[config.mk]
export PLATFORM = sky130hd
export DESIGN_NAME = muldiv_unit_flat
export DESIGN_NICKNAME = d
export VERILOG_FILES = /design/src/rtl/muldiv_unit_if.sv /design/src/rtl/muldiv_unit.sv /design/src/flat_wrapper.sv
export SDC_FILE = /design/constraint.sdc
export NUM_CORES = 1
export LEC_CHECK = 0
export ABC_AREA = 1
export CORE_AREA = 2 2 166 291
export CTS_BUF_LIST = sky130_fd_sc_hd__clkbuf_2
export DETAILED_ROUTE_END_ITERATION = 12
export DIE_AREA = 0 0 168 293
export PLACE_DENSITY = 0.6
export SLEW_MARGIN = 20
export SYNTH_ARGS = -nofsm -noshare
export SYNTH_HDL_FRONTEND = slang
export SYNTH_SLANG_ARGS = --single-unit
[constraint.sdc]
create_clock -name clk -period 3.9 [get_ports clk]
set_clock_uncertainty 0.05 [all_clocks]
set_input_delay 0.975 -clock clk [delete_from_list [all_inputs] [get_ports clk]]
set_output_delay 0.975 -clock clk [all_outputs]
set_load 0.1 [all_outputs]
[src/rtl/muldiv_unit_if.sv]
`default_nettype none
// ============================================================================
// Module   : muldiv_unit_if
// Brief    : Issue/result bundle between decode stage and the mul/div unit.
// Revision : 1.0 - initial release
// ============================================================================
interface muldiv_unit_if #(
  parameter int WIDTH = 32
);
  logic             start;
  logic [5:0]       funct;
  logic [WIDTH-1:0] in1;
  logic [WIDTH-1:0] in2;
  logic             busy;
  logic             done;
  logic [WIDTH-1:0] hi;
  logic [WIDTH-1:0] lo;

  modport master (
    output start, funct, in1, in2,
    input  busy, done, hi, lo
  );

  modport slave (
    input  start, funct, in1, in2,
    output busy, done, hi, lo
  );
endinterface
`default_nettype wire

[src/rtl/muldiv_unit.sv]
`default_nettype none
// ============================================================================
// Module   : muldiv_unit
// Brief    : Iterative MIPS MULT/MULTU/DIV/DIVU unit owning HI/LO, plus MTHI/MTLO.
// Revision : 1.0 - initial release
// ============================================================================
module muldiv_unit #(
  parameter int WIDTH = 32
) (
  input  logic          clk,
  input  logic          rst_n,
  muldiv_unit_if.slave  bus
);

  localparam int CNT_W = $clog2(WIDTH);

  localparam logic [5:0]       c_MULT     = 6'b011000;
  localparam logic [5:0]       c_MULTU    = 6'b011001;
  localparam logic [5:0]       c_DIV      = 6'b011010;
  localparam logic [5:0]       c_DIVU     = 6'b011011;
  localparam logic [5:0]       c_MTHI     = 6'b010001;
  localparam logic [5:0]       c_MTLO     = 6'b010011;
  localparam logic [CNT_W-1:0] c_CNT_LAST = CNT_W'(WIDTH - 1);

  typedef enum logic [1:0] {
    S_IDLE = 2'd0,
    S_RUN  = 2'd1,
    S_FIX  = 2'd2
  } state_t;

  state_t             state_q, state_d;
  logic [CNT_W-1:0]   count_q, count_d;
  logic [WIDTH-1:0]   acc_q, acc_d;     // product high half / partial remainder
  logic [WIDTH-1:0]   mq_q, mq_d;       // multiplier->product low / dividend->quotient
  logic [WIDTH-1:0]   op_q, op_d;       // multiplicand or divisor magnitude
  logic               is_div_q, is_div_d;
  logic               neg_q, neg_d;
  logic               rem_neg_q, rem_neg_d;
  logic               dz_q, dz_d;
  logic               done_q, done_d;
  logic [WIDTH-1:0]   hi_q, hi_d;
  logic [WIDTH-1:0]   lo_q, lo_d;

  // Operand decode at issue
  logic               w_is_mul;
  logic               w_is_div;
  logic               w_signed;
  logic               w_a_neg;
  logic               w_b_neg;
  logic [WIDTH-1:0]   w_a_mag;
  logic [WIDTH-1:0]   w_b_mag;

  // Per-step datapath
  logic [WIDTH:0]     w_mul_sum;
  logic [WIDTH:0]     w_div_rs;
  logic               w_div_ge;
  logic [WIDTH-1:0]   w_div_diff;
  logic [2*WIDTH-1:0] w_prod_mag;
  logic [2*WIDTH-1:0] w_prod_neg;

  assign w_is_mul = (bus.funct == c_MULT) || (bus.funct == c_MULTU);
  assign w_is_div = (bus.funct == c_DIV)  || (bus.funct == c_DIVU);
  assign w_signed = (bus.funct == c_MULT) || (bus.funct == c_DIV);
  assign w_a_neg  = w_signed & bus.in1[WIDTH-1];
  assign w_b_neg  = w_signed & bus.in2[WIDTH-1];
  assign w_a_mag  = w_a_neg ? (~bus.in1 + 1'b1) : bus.in1;
  assign w_b_mag  = w_b_neg ? (~bus.in2 + 1'b1) : bus.in2;

  assign w_mul_sum  = {1'b0, acc_q} + (mq_q[0] ? {1'b0, op_q} : {(WIDTH+1){1'b0}});
  assign w_div_rs   = {acc_q, mq_q[WIDTH-1]};
  assign w_div_ge   = (w_div_rs >= {1'b0, op_q});
  // Only used when rs >= divisor, so the difference always fits in WIDTH bits
  assign w_div_diff = w_div_rs[WIDTH-1:0] - op_q;
  assign w_prod_mag = {acc_q, mq_q};
  assign w_prod_neg = ~w_prod_mag + 1'b1;

  always_comb begin
    state_d   = state_q;
    count_d   = count_q;
    acc_d     = acc_q;
    mq_d      = mq_q;
    op_d      = op_q;
    is_div_d  = is_div_q;
    neg_d     = neg_q;
    rem_neg_d = rem_neg_q;
    dz_d      = dz_q;
    done_d    = 1'b0;
    hi_d      = hi_q;
    lo_d      = lo_q;

    unique case (state_q)
      S_IDLE: begin
        if (bus.start) begin
          if (w_is_mul || w_is_div) begin
            state_d   = S_RUN;
            count_d   = '0;
            acc_d     = '0;
            is_div_d  = w_is_div;
            neg_d     = w_a_neg ^ w_b_neg;
            rem_neg_d = w_a_neg;
            dz_d      = w_is_div && (bus.in2 == '0);
            mq_d      = w_is_div ? w_a_mag : w_b_mag;
            op_d      = w_is_div ? w_b_mag : w_a_mag;
          end else if (bus.funct == c_MTHI) begin
            hi_d = bus.in1;
          end else if (bus.funct == c_MTLO) begin
            lo_d = bus.in1;
          end
        end
      end

      S_RUN: begin
        if (is_div_q) begin
          acc_d = w_div_ge ? w_div_diff : w_div_rs[WIDTH-1:0];
          mq_d  = {mq_q[WIDTH-2:0], w_div_ge};
        end else begin
          acc_d = w_mul_sum[WIDTH:1];
          mq_d  = {w_mul_sum[0], mq_q[WIDTH-1:1]};
        end
        count_d = count_q + 1'b1;
        if (count_q == c_CNT_LAST) begin
          state_d = S_FIX;
        end
      end

      S_FIX: begin
        if (is_div_q) begin
          // Zero divisor: remainder path already yields in1; quotient forced all-ones
          lo_d = dz_q ? {WIDTH{1'b1}} : (neg_q ? (~mq_q + 1'b1) : mq_q);
          hi_d = rem_neg_q ? (~acc_q + 1'b1) : acc_q;
        end else begin
          {hi_d, lo_d} = neg_q ? w_prod_neg : w_prod_mag;
        end
        done_d  = 1'b1;
        state_d = S_IDLE;
      end

      default: begin
        state_d = S_IDLE;
      end
    endcase
  end

  always_ff @(posedge clk or negedge rst_n) begin
    if (!rst_n) begin
      state_q   <= S_IDLE;
      count_q   <= '0;
      acc_q     <= '0;
      mq_q      <= '0;
      op_q      <= '0;
      is_div_q  <= 1'b0;
      neg_q     <= 1'b0;
      rem_neg_q <= 1'b0;
      dz_q      <= 1'b0;
      done_q    <= 1'b0;
      hi_q      <= '0;
      lo_q      <= '0;
    end else begin
      state_q   <= state_d;
      count_q   <= count_d;
      acc_q     <= acc_d;
      mq_q      <= mq_d;
      op_q      <= op_d;
      is_div_q  <= is_div_d;
      neg_q     <= neg_d;
      rem_neg_q <= rem_neg_d;
      dz_q      <= dz_d;
      done_q    <= done_d;
      hi_q      <= hi_d;
      lo_q      <= lo_d;
    end
  end

  assign bus.busy = (state_q != S_IDLE);
  assign bus.done = done_q;
  assign bus.hi   = hi_q;
  assign bus.lo   = lo_q;

endmodule
`default_nettype wire
[src/flat_wrapper.sv]
// flat-port wrapper written by rule: the top's interface ports become plain ports
module muldiv_unit_flat 
#(
  parameter int WIDTH = 32
)
  (clk, rst_n, bus_start, bus_funct, bus_in1, bus_in2, bus_busy, bus_done, bus_hi, bus_lo);
  muldiv_unit_if #(.WIDTH(WIDTH)) bus_i ();
  input  logic clk;
  input  logic rst_n;
  input wire logic [$bits(bus_i.start)-1:0] bus_start;
  input wire logic [$bits(bus_i.funct)-1:0] bus_funct;
  input wire logic [$bits(bus_i.in1)-1:0] bus_in1;
  input wire logic [$bits(bus_i.in2)-1:0] bus_in2;
  output wire logic [$bits(bus_i.busy)-1:0] bus_busy;
  output wire logic [$bits(bus_i.done)-1:0] bus_done;
  output wire logic [$bits(bus_i.hi)-1:0] bus_hi;
  output wire logic [$bits(bus_i.lo)-1:0] bus_lo;
  assign bus_i.start = bus_start;
  assign bus_i.funct = bus_funct;
  assign bus_i.in1 = bus_in1;
  assign bus_i.in2 = bus_in2;
  assign bus_busy = bus_i.busy;
  assign bus_done = bus_i.done;
  assign bus_hi = bus_i.hi;
  assign bus_lo = bus_i.lo;
  muldiv_unit #(.WIDTH(WIDTH)) u_core (.clk(clk), .rst_n(rst_n), .bus(bus_i));
endmodule
### Word-level counts from Yosys, hierarchy flattened

Index checks and enable logic that the tools add are counted.
Widths: inputs -> output; s select.

| word-level totals | value |
|---|---|
| latch bits | 0 |
| input bits | 73 |
| memory bits (writable) | 0 |
| logic and storage cells | 97 |
| register bits after elaboration | 172 |
| memories | 0 |
| memory bits (read-only) | 0 |

| operators by class | value |
|---|---|
| bitwise operators | 8 |
| div/mod/pow operators | 0 |
| muxes and demuxes | 37 |
| magnitude comparators | 1 |
| reductions and logical operators | 15 |
| $add $sub $neg | 8 |
| multipliers | 0 |
| equality and inequality tests | 16 |
| shift-type cells | 0 |

Operators by type and width:

| kind | count |
|---|---|
| $mux 32 | 24 |
| $pmux 32 s2 | 4 |
| $add 32x1->32 const B | 4 |
| $not 32->32 | 4 |
| $add 64x1->64 const B | 1 |
| $mux 64 | 1 |
| $not 64->64 | 1 |
| $eq 6x5->1 const B | 6 |
| $add 32x33->33 | 1 |
| $ge 33x32->1 | 1 |
| $logic_not 32->1 | 1 |
| $sub 32x32->32 | 1 |
| $mux 5 | 2 |
| $pmux 5 s2 | 1 |
| $reduce_and 3->1 | 3 |
| $ne 2x1->1 const B | 4 |
| $mux 2 | 3 |
| $ne 2x2->1 const B | 3 |
| $reduce_bool 2->1 | 3 |
| $add 5x1->5 const B | 1 |
| $eq 5x5->1 const B | 1 |
| $reduce_and 5->1 | 1 |
| $logic_or 1x1->1 | 4 |
| $pmux 2 s2 | 1 |
| other kinds (8) | 9 |

### Depth between registers and ports, before layout

Gate-level depths: netlist (run 1).

| depth | value |
|---|---|
| word-level depth | 8 |
| depth in mapped cells | 22 |

### Worst setup path after synthesis (run 1)

OpenSTA, ideal clock, no wires.

| path | value |
|---|---|
| kind | register to register |
| start | reg u_core.mq_q[0] |
| end | reg u_core.acc_q[25] |
| buffers on the path | 2 |
| data required time | 3734 ps |
| setup time | 116 ps |
| cell stages (with the launch flop) | 22 |
| setup slack | 1320 ps |
| data arrival time | 2414 ps |
| path through | dfrtp_1 > buf_2 > clkbuf_1 > nand2_1 > inv_1 > ha_1 > inv_1 > fa_1 > inv_1 > nand3_1 > nand3_1 > nand2_1 > nand2_1 > nand2_1 > nand2_1 > nand2_1 > nand3_1 > nand3_1 > nand2_1 > inv_1 > nand2_1 > nand2_1 |

| between the ends | value |
|---|---|
| longest elaborated chain between the ends | 4 |

RTL lines:

| what | RTL line | text |
|---|---|---|
| start: declaration | muldiv_unit.sv:34 | `logic [WIDTH-1:0] mq_q, mq_d;` |
| start signal: assignment | muldiv_unit.sv:162 | `mq_q <= mq_d;` |
| $mux 32 | muldiv_unit.sv:69 | `assign w_mul_sum = {1'b0, acc_q} + (mq_q[0] ? {1'b0, op_q} : {(WIDTH+1){1'b0}});` |
| $add 32x33->33 | muldiv_unit.sv:69 |  |
| $mux 32 | muldiv_unit.sv:113 | `if (is_div_q) begin` |
| $pmux 32 s2 | muldiv_unit.sv:91 | `unique case (state_q)` |
| end signal: assignment | muldiv_unit.sv:148 | `acc_q <= '0;` |
| end signal: assignment | muldiv_unit.sv:161 | `acc_q <= acc_d;` |
| end: declaration | muldiv_unit.sv:33 | `logic [WIDTH-1:0] acc_q, acc_d;` |

Every way passes these cells.
A chain may end at the register's enable or synchronous reset.

### Worst setup path in the final report (run 1)

| path | value |
|---|---|
| start | reg u_core.hi_q[26] (netlist: u_core.bus.hi[26]) |
| end | out bus_hi[26] |

RTL lines:

| what | RTL line | text |
|---|---|---|
| start: declaration | muldiv_unit.sv:41 | `logic [WIDTH-1:0] hi_q, hi_d;` |
| start signal: assignment | muldiv_unit.sv:169 | `hi_q <= hi_d;` |
| end: declaration | flat_wrapper.sv:16 | `output wire logic [$bits(bus_i.hi)-1:0] bus_hi;` |

No word-level cell between the ends.

==> run metrics, run 1 <==
Async SR Flop Fraction 100%; CTS tree done; WHS 0.438 ns; largest net degree at the start of global routing 69; Final setup viols 0; Design Area, Final 0.0212 mm2; Slew @ Worst Pin 1.05 ns; relative slew slack 29.5%; Post-synth top cells 942 x nand2_1, 458 x nor2_1, 451 x inv_1, 356 x nand3_1, 202 x a21oi_1; GRT Overall Usage 41.6%; Final Hold Viols 0; Post-synth EDFFs 0; H-tree depth 4; synth top area cells dfrtp_1 23%, nand2_1 19%, nand3_1 9.6%; Die Width 168 um; footprint of the multi-input gates 0.0121 mm2; die span in y 293 um; die area 0.0492 mm2; Setup crit start kind register; Final nets 3526; Period minus WS final 3.65 ns; Longest Clk Path Bufs 2; delay-heaviest family, CP buffers and inverters; CTS Buf Count 17; Power Density 870 mW/mm2; Synth Warn # 0; area grow syn2layout 14.0%; layout cells sized above 1 5.89%; area post-placement 0.0209 mm2; Root Buffer clkbuf_2; initial core utilization 39.8%; WL final 103000 um; core area 0.0466 mm2; CP Capture Type primary output; vias in the first global route 22700; post-CTS sizing 0; cell taking the most area after synthesis dfrtp_1; setup TNS 0 ns; routed vias/inst 5.77; cells after synthesis 3247; IO Pins 139; Max VDD drop 0.583 mV; GPL Wtd Cong 1.07; syn nets 3392; max-slew violation count 0; Fillers 5110; FMAX 274 MHz; Remaining DRCs 0; Req. time, crit path 2.87 ns; Seq cells post-synth 172; Worst-path clk slew 0.34 ns; crit-path cells clkdlybuf4s50_1; Final WS setup 0.253 ns; ys flop type dfrtp_1; DR pass1 iterations 10; final cell count without fillers 3983; max-cap violation count 0; IO buf count 138; total global routing overflow 0; initial antenna violation count 2; crit path buf inv count 1; RSZ-0062 raised after global routing false; dpl ws 0.293 ns; period utilisation layout 93.5%; Clock Latency Late Sink 0.97 ns; Critical Path AT 2.62 ns; Syn Area/Cell 5.72 um2; Initial DRC Count 2241; P_leak 10.8 nW; Antenna Nets Post-Route 0; outcome completed; CP max stage delay 1.17 ns; CP max FO 2; Reg area 0.00431 mm2; CTS Sinks 172; Post-Syn Area 0.0186 mm2; Crit Path Class register to primary output; dpl hpwl 83900 um; CP max-delay cell clkdlybuf4s50_1; count of different cell masters after synthesis 50; cell count after placement 3949; detailed-route wire length per cell 25.8 um; Setup Buffers After CTS 0; via count 23000; Finished Core Util 45.4%; first-pass GRT wire length 149000 um; sequential fraction of the synthesis area 23.2%; Synth top area share 23.2%; worst hold path class primary input to asynchronous set/reset pin; top-count cell post-synth nand2_1; total power 18.4 mW; site row count 105
-- timing repair --
action                                 CTS  global route
hold buffers                             1             0
setup endpoints to repair                0             0
endpoints found under the hold margin   54             0
-- cells by family (layout without fill, tap and decap cells) --
| logic type | Yosys count | count (layout) | synth area share (%) |
|---|---|---|---|
| and+or+nand+nor | 1908 | 1908 | 43.3 |
| buffers and inverters | 569 | 716 | 11.8 |
| AOI/OAI and AO/OA | 466 | 466 | 13.9 |
| DFF | 172 | 172 | 23.2 |
| adders and majority gates | 72 | 72 | 4.93 |
| xor gates and xnor gates | 60 | 60 | 2.83 |
| other | 0 | 1 | 0 |
-- report_power, final --
group          internal (mW)  leakage [nW]  total, mW  switching (mW)
clock network          0.232         0.151       1.11           0.873
registers               2.49          1.99       3.50            1.01
logic                   3.70          8.68       13.8            10.1
total                   6.43          10.8       18.4            12.0
-- state kept, by name, indices dropped and copies added (netlist names) --
name,count
u_core.acc_q,32
u_core.bus.lo,32
u_core.rem_neg_q,1
u_core.mq_q,32
u_core.state_q,2
u_core.op_q,32
u_core.bus.done,1
u_core.dz_q,1
u_core.is_div_q,1
u_core.bus.hi,32
u_core.count_q,5
u_core.neg_q,1
-- cell usage in the layout, fill, tap and decap left out, drive strengths merged, types with 11 or more instances in the layout --
cell type and count:
nor2 480, a21oi 203, nand3 359, ha 70, inv 470, buf 93, nand2 955, clkdlybuf4s50 126
o21ai 176, nand4 54, a31oi 13, a22oi 12, o211ai 20, nor3 21, o21bai 11, nand3b 18
xor2 53, clkbuf 17, dfrtp 172
-- metal layers --
| metal | GRT usage [%] | up-vias | wire length (um) |
|---|---|---|---|
| li1 | - | 10700 | - |
| met1 | 42.1 | 10600 | 34400 |
| met2 | 70.7 | 1228 | 48600 |
| met3 | 7.02 | 434 | 6550 |
| met4 | 42.6 | 4 | 13000 |
| met5 | 0 | - | 30 |
-- cell type report --
cell class / count / share of cell area (%)
Clock buffer: 17 / 0.402
Tap cell: 588 / 3.47
Antenna cell: 1 / 0.0118
Clock inverter: 15 / 0.892
Multi-Input combinational cell: 2506 / 57.1
Sequential cell: 172 / 20.3
Timing Repair Buffer: 220 / 9.61
Inverter: 464 / 8.22
-- final timing paths --
path	from	end	slack [ns]	cells after the start
max reg2reg	u_core.op_q[8]	u_core.acc_q[16]	0.48	16
min	rst_n	u_core.dz_q	0.44	2
max in group asynchronous	rst_n	u_core.acc_q[26]	2.41	3
max	u_core.bus.hi[26]	bus_hi[26]	0.25	1
min reg2reg	u_core.bus.lo[28]	u_core.bus.lo[28]	0.49	2
min in group clk	u_core.bus.lo[28]	u_core.bus.lo[28]	0.49	2
Power figures use the tool's default switching activity.
==> run 2, diff against run 1 <==
- HOLD_SLACK_MARGIN: unset -> 0.1
==> results of run 2 <==
The final DEF is identical to that of run 1; final timing and power are the same.
==> run 3, diff against run 2 <==
- CTS_BUF_LIST: sky130_fd_sc_hd__clkbuf_2 -> sky130_fd_sc_hd__clkbuf_8
==> run metrics, run 3 (synthesis results as in run 1) <==
CTS tree done; Final setup viols 0 (unchanged); setup TNS 0 ns (unchanged); WL final 103000 um (+0.37%); die area 0.0492 mm2 (unchanged); Switching Share 64.3% (-0.82 points); CP max FO 17 (+15); RSZ-0062 raised after global routing false; Remaining DRCs 0 (unchanged); outcome completed; IO buf count 138 (unchanged); post-CTS sizing 0 (unchanged); Reg area 0.00431 mm2 (unchanged); WHS 0.344 ns (-0.0933 ns); Initial DRC Count 2315 (+3.3%); period utilisation layout 87.2% (-6.3 points); Final nets 3525 (-0.028%); CP max stage delay 0.43 ns (-0.74 ns); CP max-delay cell dfrtp_1; Period minus WS final 3.40 ns (-0.245 ns); FMAX 294 MHz (+7.2%); site row count 105 (unchanged); Req. time, crit path 4.28 ns (+1.41 ns); cell mode on critical path nand2_1; Switching Power 12.1 mW (+0.56%); relative slew slack 25.1% (-4.4 points); vias in the first global route 22700 (-0.18%); footprint of the multi-input gates 0.0121 mm2 (unchanged); Die Width 168 um (unchanged); CTS Sinks 172 (unchanged); crit-path cells inv_1 > ha_1 > nand2_1 > inv_1 > nand2_1 > nand2_1 > inv_1 > nand3_2 > nand2_2 > nand2_2 > nand2_4 > nand2_8 > nor2_4 > nand2_1 > nand3_1 > nand2_1; Fillers 5091 (-0.37%); initial antenna violation count 3 (+1); final cell count without fillers 3982 (-0.025%); IO Pins 139 (unchanged); initial core utilization 39.8% (unchanged); routed vias/inst 5.77 (about the same); CP Capture Type register; Power Density 881 mW/mm2 (+1.2%); Final Hold Viols 0 (unchanged); Setup Buffers After CTS 0 (unchanged); detailed-route wire length per cell 25.9 um (+0.40%); layout cells sized above 1 5.89% (about the same); largest net degree at the start of global routing 69 (unchanged); sequential share of power 18.7% (-0.3 points); H-tree depth 4 (unchanged); CTS Buf Count 17 (unchanged); commonest non-fill, non-tap cell in the layout nand2_1; Worst-path clk slew 0.12 ns (-0.22 ns); Antenna Nets Post-Route 0 (unchanged); Comb power frac 73.9% (-1.1 points); Finished Core Util 45.7% (+0.30 points); crit path buf inv count 3 (+2); delay-heaviest family, CP simple AND/OR/NAND/NOR gates; Internal 6.70 mW (+4.2%); via count 23000 (-0.043%); DR pass1 iterations 7 (-3); P_leak 10.9 nW (+0.44%); Slew @ Worst Pin 1.12 ns (+0.0659 ns); GPL Wtd Cong 1.07 (unchanged); Setup crit start kind register; cell count after placement 3949 (unchanged); worst hold path class primary input to asynchronous set/reset pin; total power 18.8 mW (+1.8%); Crit Path Class register to register; Root Buffer clkbuf_8; clock power share 7.4% (+1.4 points); core area 0.0466 mm2 (unchanged); GRT Overall Usage 41.9% (+0.22 points); # hold bufs at CTS 0 (-1); Clock Latency Late Sink 0.54 ns (-0.43 ns); max-slew violation count 0 (unchanged); Max VDD drop 0.599 mV (+2.7%); die span in y 293 um (unchanged); dpl hpwl 83900 um (unchanged); area grow syn2layout 14.8%; Longest Clk Path Bufs 2 (unchanged); Critical Path AT 3.78 ns (+1.16 ns); first-pass GRT wire length 149000 um (+0.33%); total global routing overflow 0 (unchanged); max-cap violation count 0 (unchanged); commonest non-fill, non-tap cells in the layout 941 x nand2_1, 456 x nor2_1, 451 x inv_1
## run 3: layout make-up
| cell class | instances | share of cell area [%] |
|---|---|---|
| antenna | 1 | 0.0117 |
| timing repair buffer | 219 | 9.50 |
| inverter | 464 | 8.17 |
| tap | 588 | 3.45 |
| clock buffer | 17 | 1.10 |
| multi-input combinational | 2506 | 56.7 |
| clock inverter | 15 | 0.886 |
| sequential | 172 | 20.2 |
## run 3: layer usage
metal	routed length (um)	vias to the layer above	GRT usage [%]
met1	34100	10600	42.1
met4	13200	6	43.3
met5	41	-	0
met3	7210	456	7.64
met2	48500	1197	70.7
li1	-	10700	-
## run 3: power groups by stage
| stage | sequential [mW] | clock [mW] | combinational, mW |
|---|---|---|---|
| CTS | 3.44 | 1.40 | 13.5 |
| global placement | 3.46 | 0 | 13.4 |
| floorplan | 5.24 | 0 | 6.76 |
| finish | 3.51 | 1.39 | 13.9 |
| global route | 3.52 | 1.46 | 14.9 |
| detailed placement | 3.48 | 0 | 13.5 |
## run 3: worst register-to-register path: stages, from the launching register on
cell,delay [ns]
dfrtp_1,0.43
inv_1,0.27
ha_1,0.34
nand2_1,0.19
inv_1,0.07
nand2_1,0.07
nand2_1,0.10
inv_1,0.09
nand3_2,0.11
nand2_2,0.10
nand2_2,0.09
nand2_4,0.24
nand2_8,0.19
nor2_4,0.41
nand2_1,0.34
nand3_1,0.17
nand2_1,0.05
## run 3: metrics by stage
stage	instance area [um2]	setup slack (ns)
after floorplan	18600	1.32
final	21300	0.497
after detailed placement	20900	0.293
after global routing	21300	0.412
after CTS	21300	0.632
after global placement	20900	0.313
## run 3: final timing paths
| kind | startpoint | slack (ns) | end | depth (start not counted) |
|---|---|---|---|---|
| hold / removal | rst_n | 0.34 | u_core.dz_q | 1 |
| setup reg to reg | u_core.op_q[8] | 0.50 | u_core.acc_q[19] | 16 |
| max in group asynchronous | rst_n | 2.55 | u_core.bus.lo[4] | 2 |
| setup / recovery | u_core.op_q[8] | 0.50 | u_core.acc_q[19] | 16 |
| min in group clk | u_core.bus.lo[28] | 0.46 | u_core.bus.lo[28] | 2 |
| hold reg to reg | u_core.bus.lo[28] | 0.46 | u_core.bus.lo[28] | 2 |
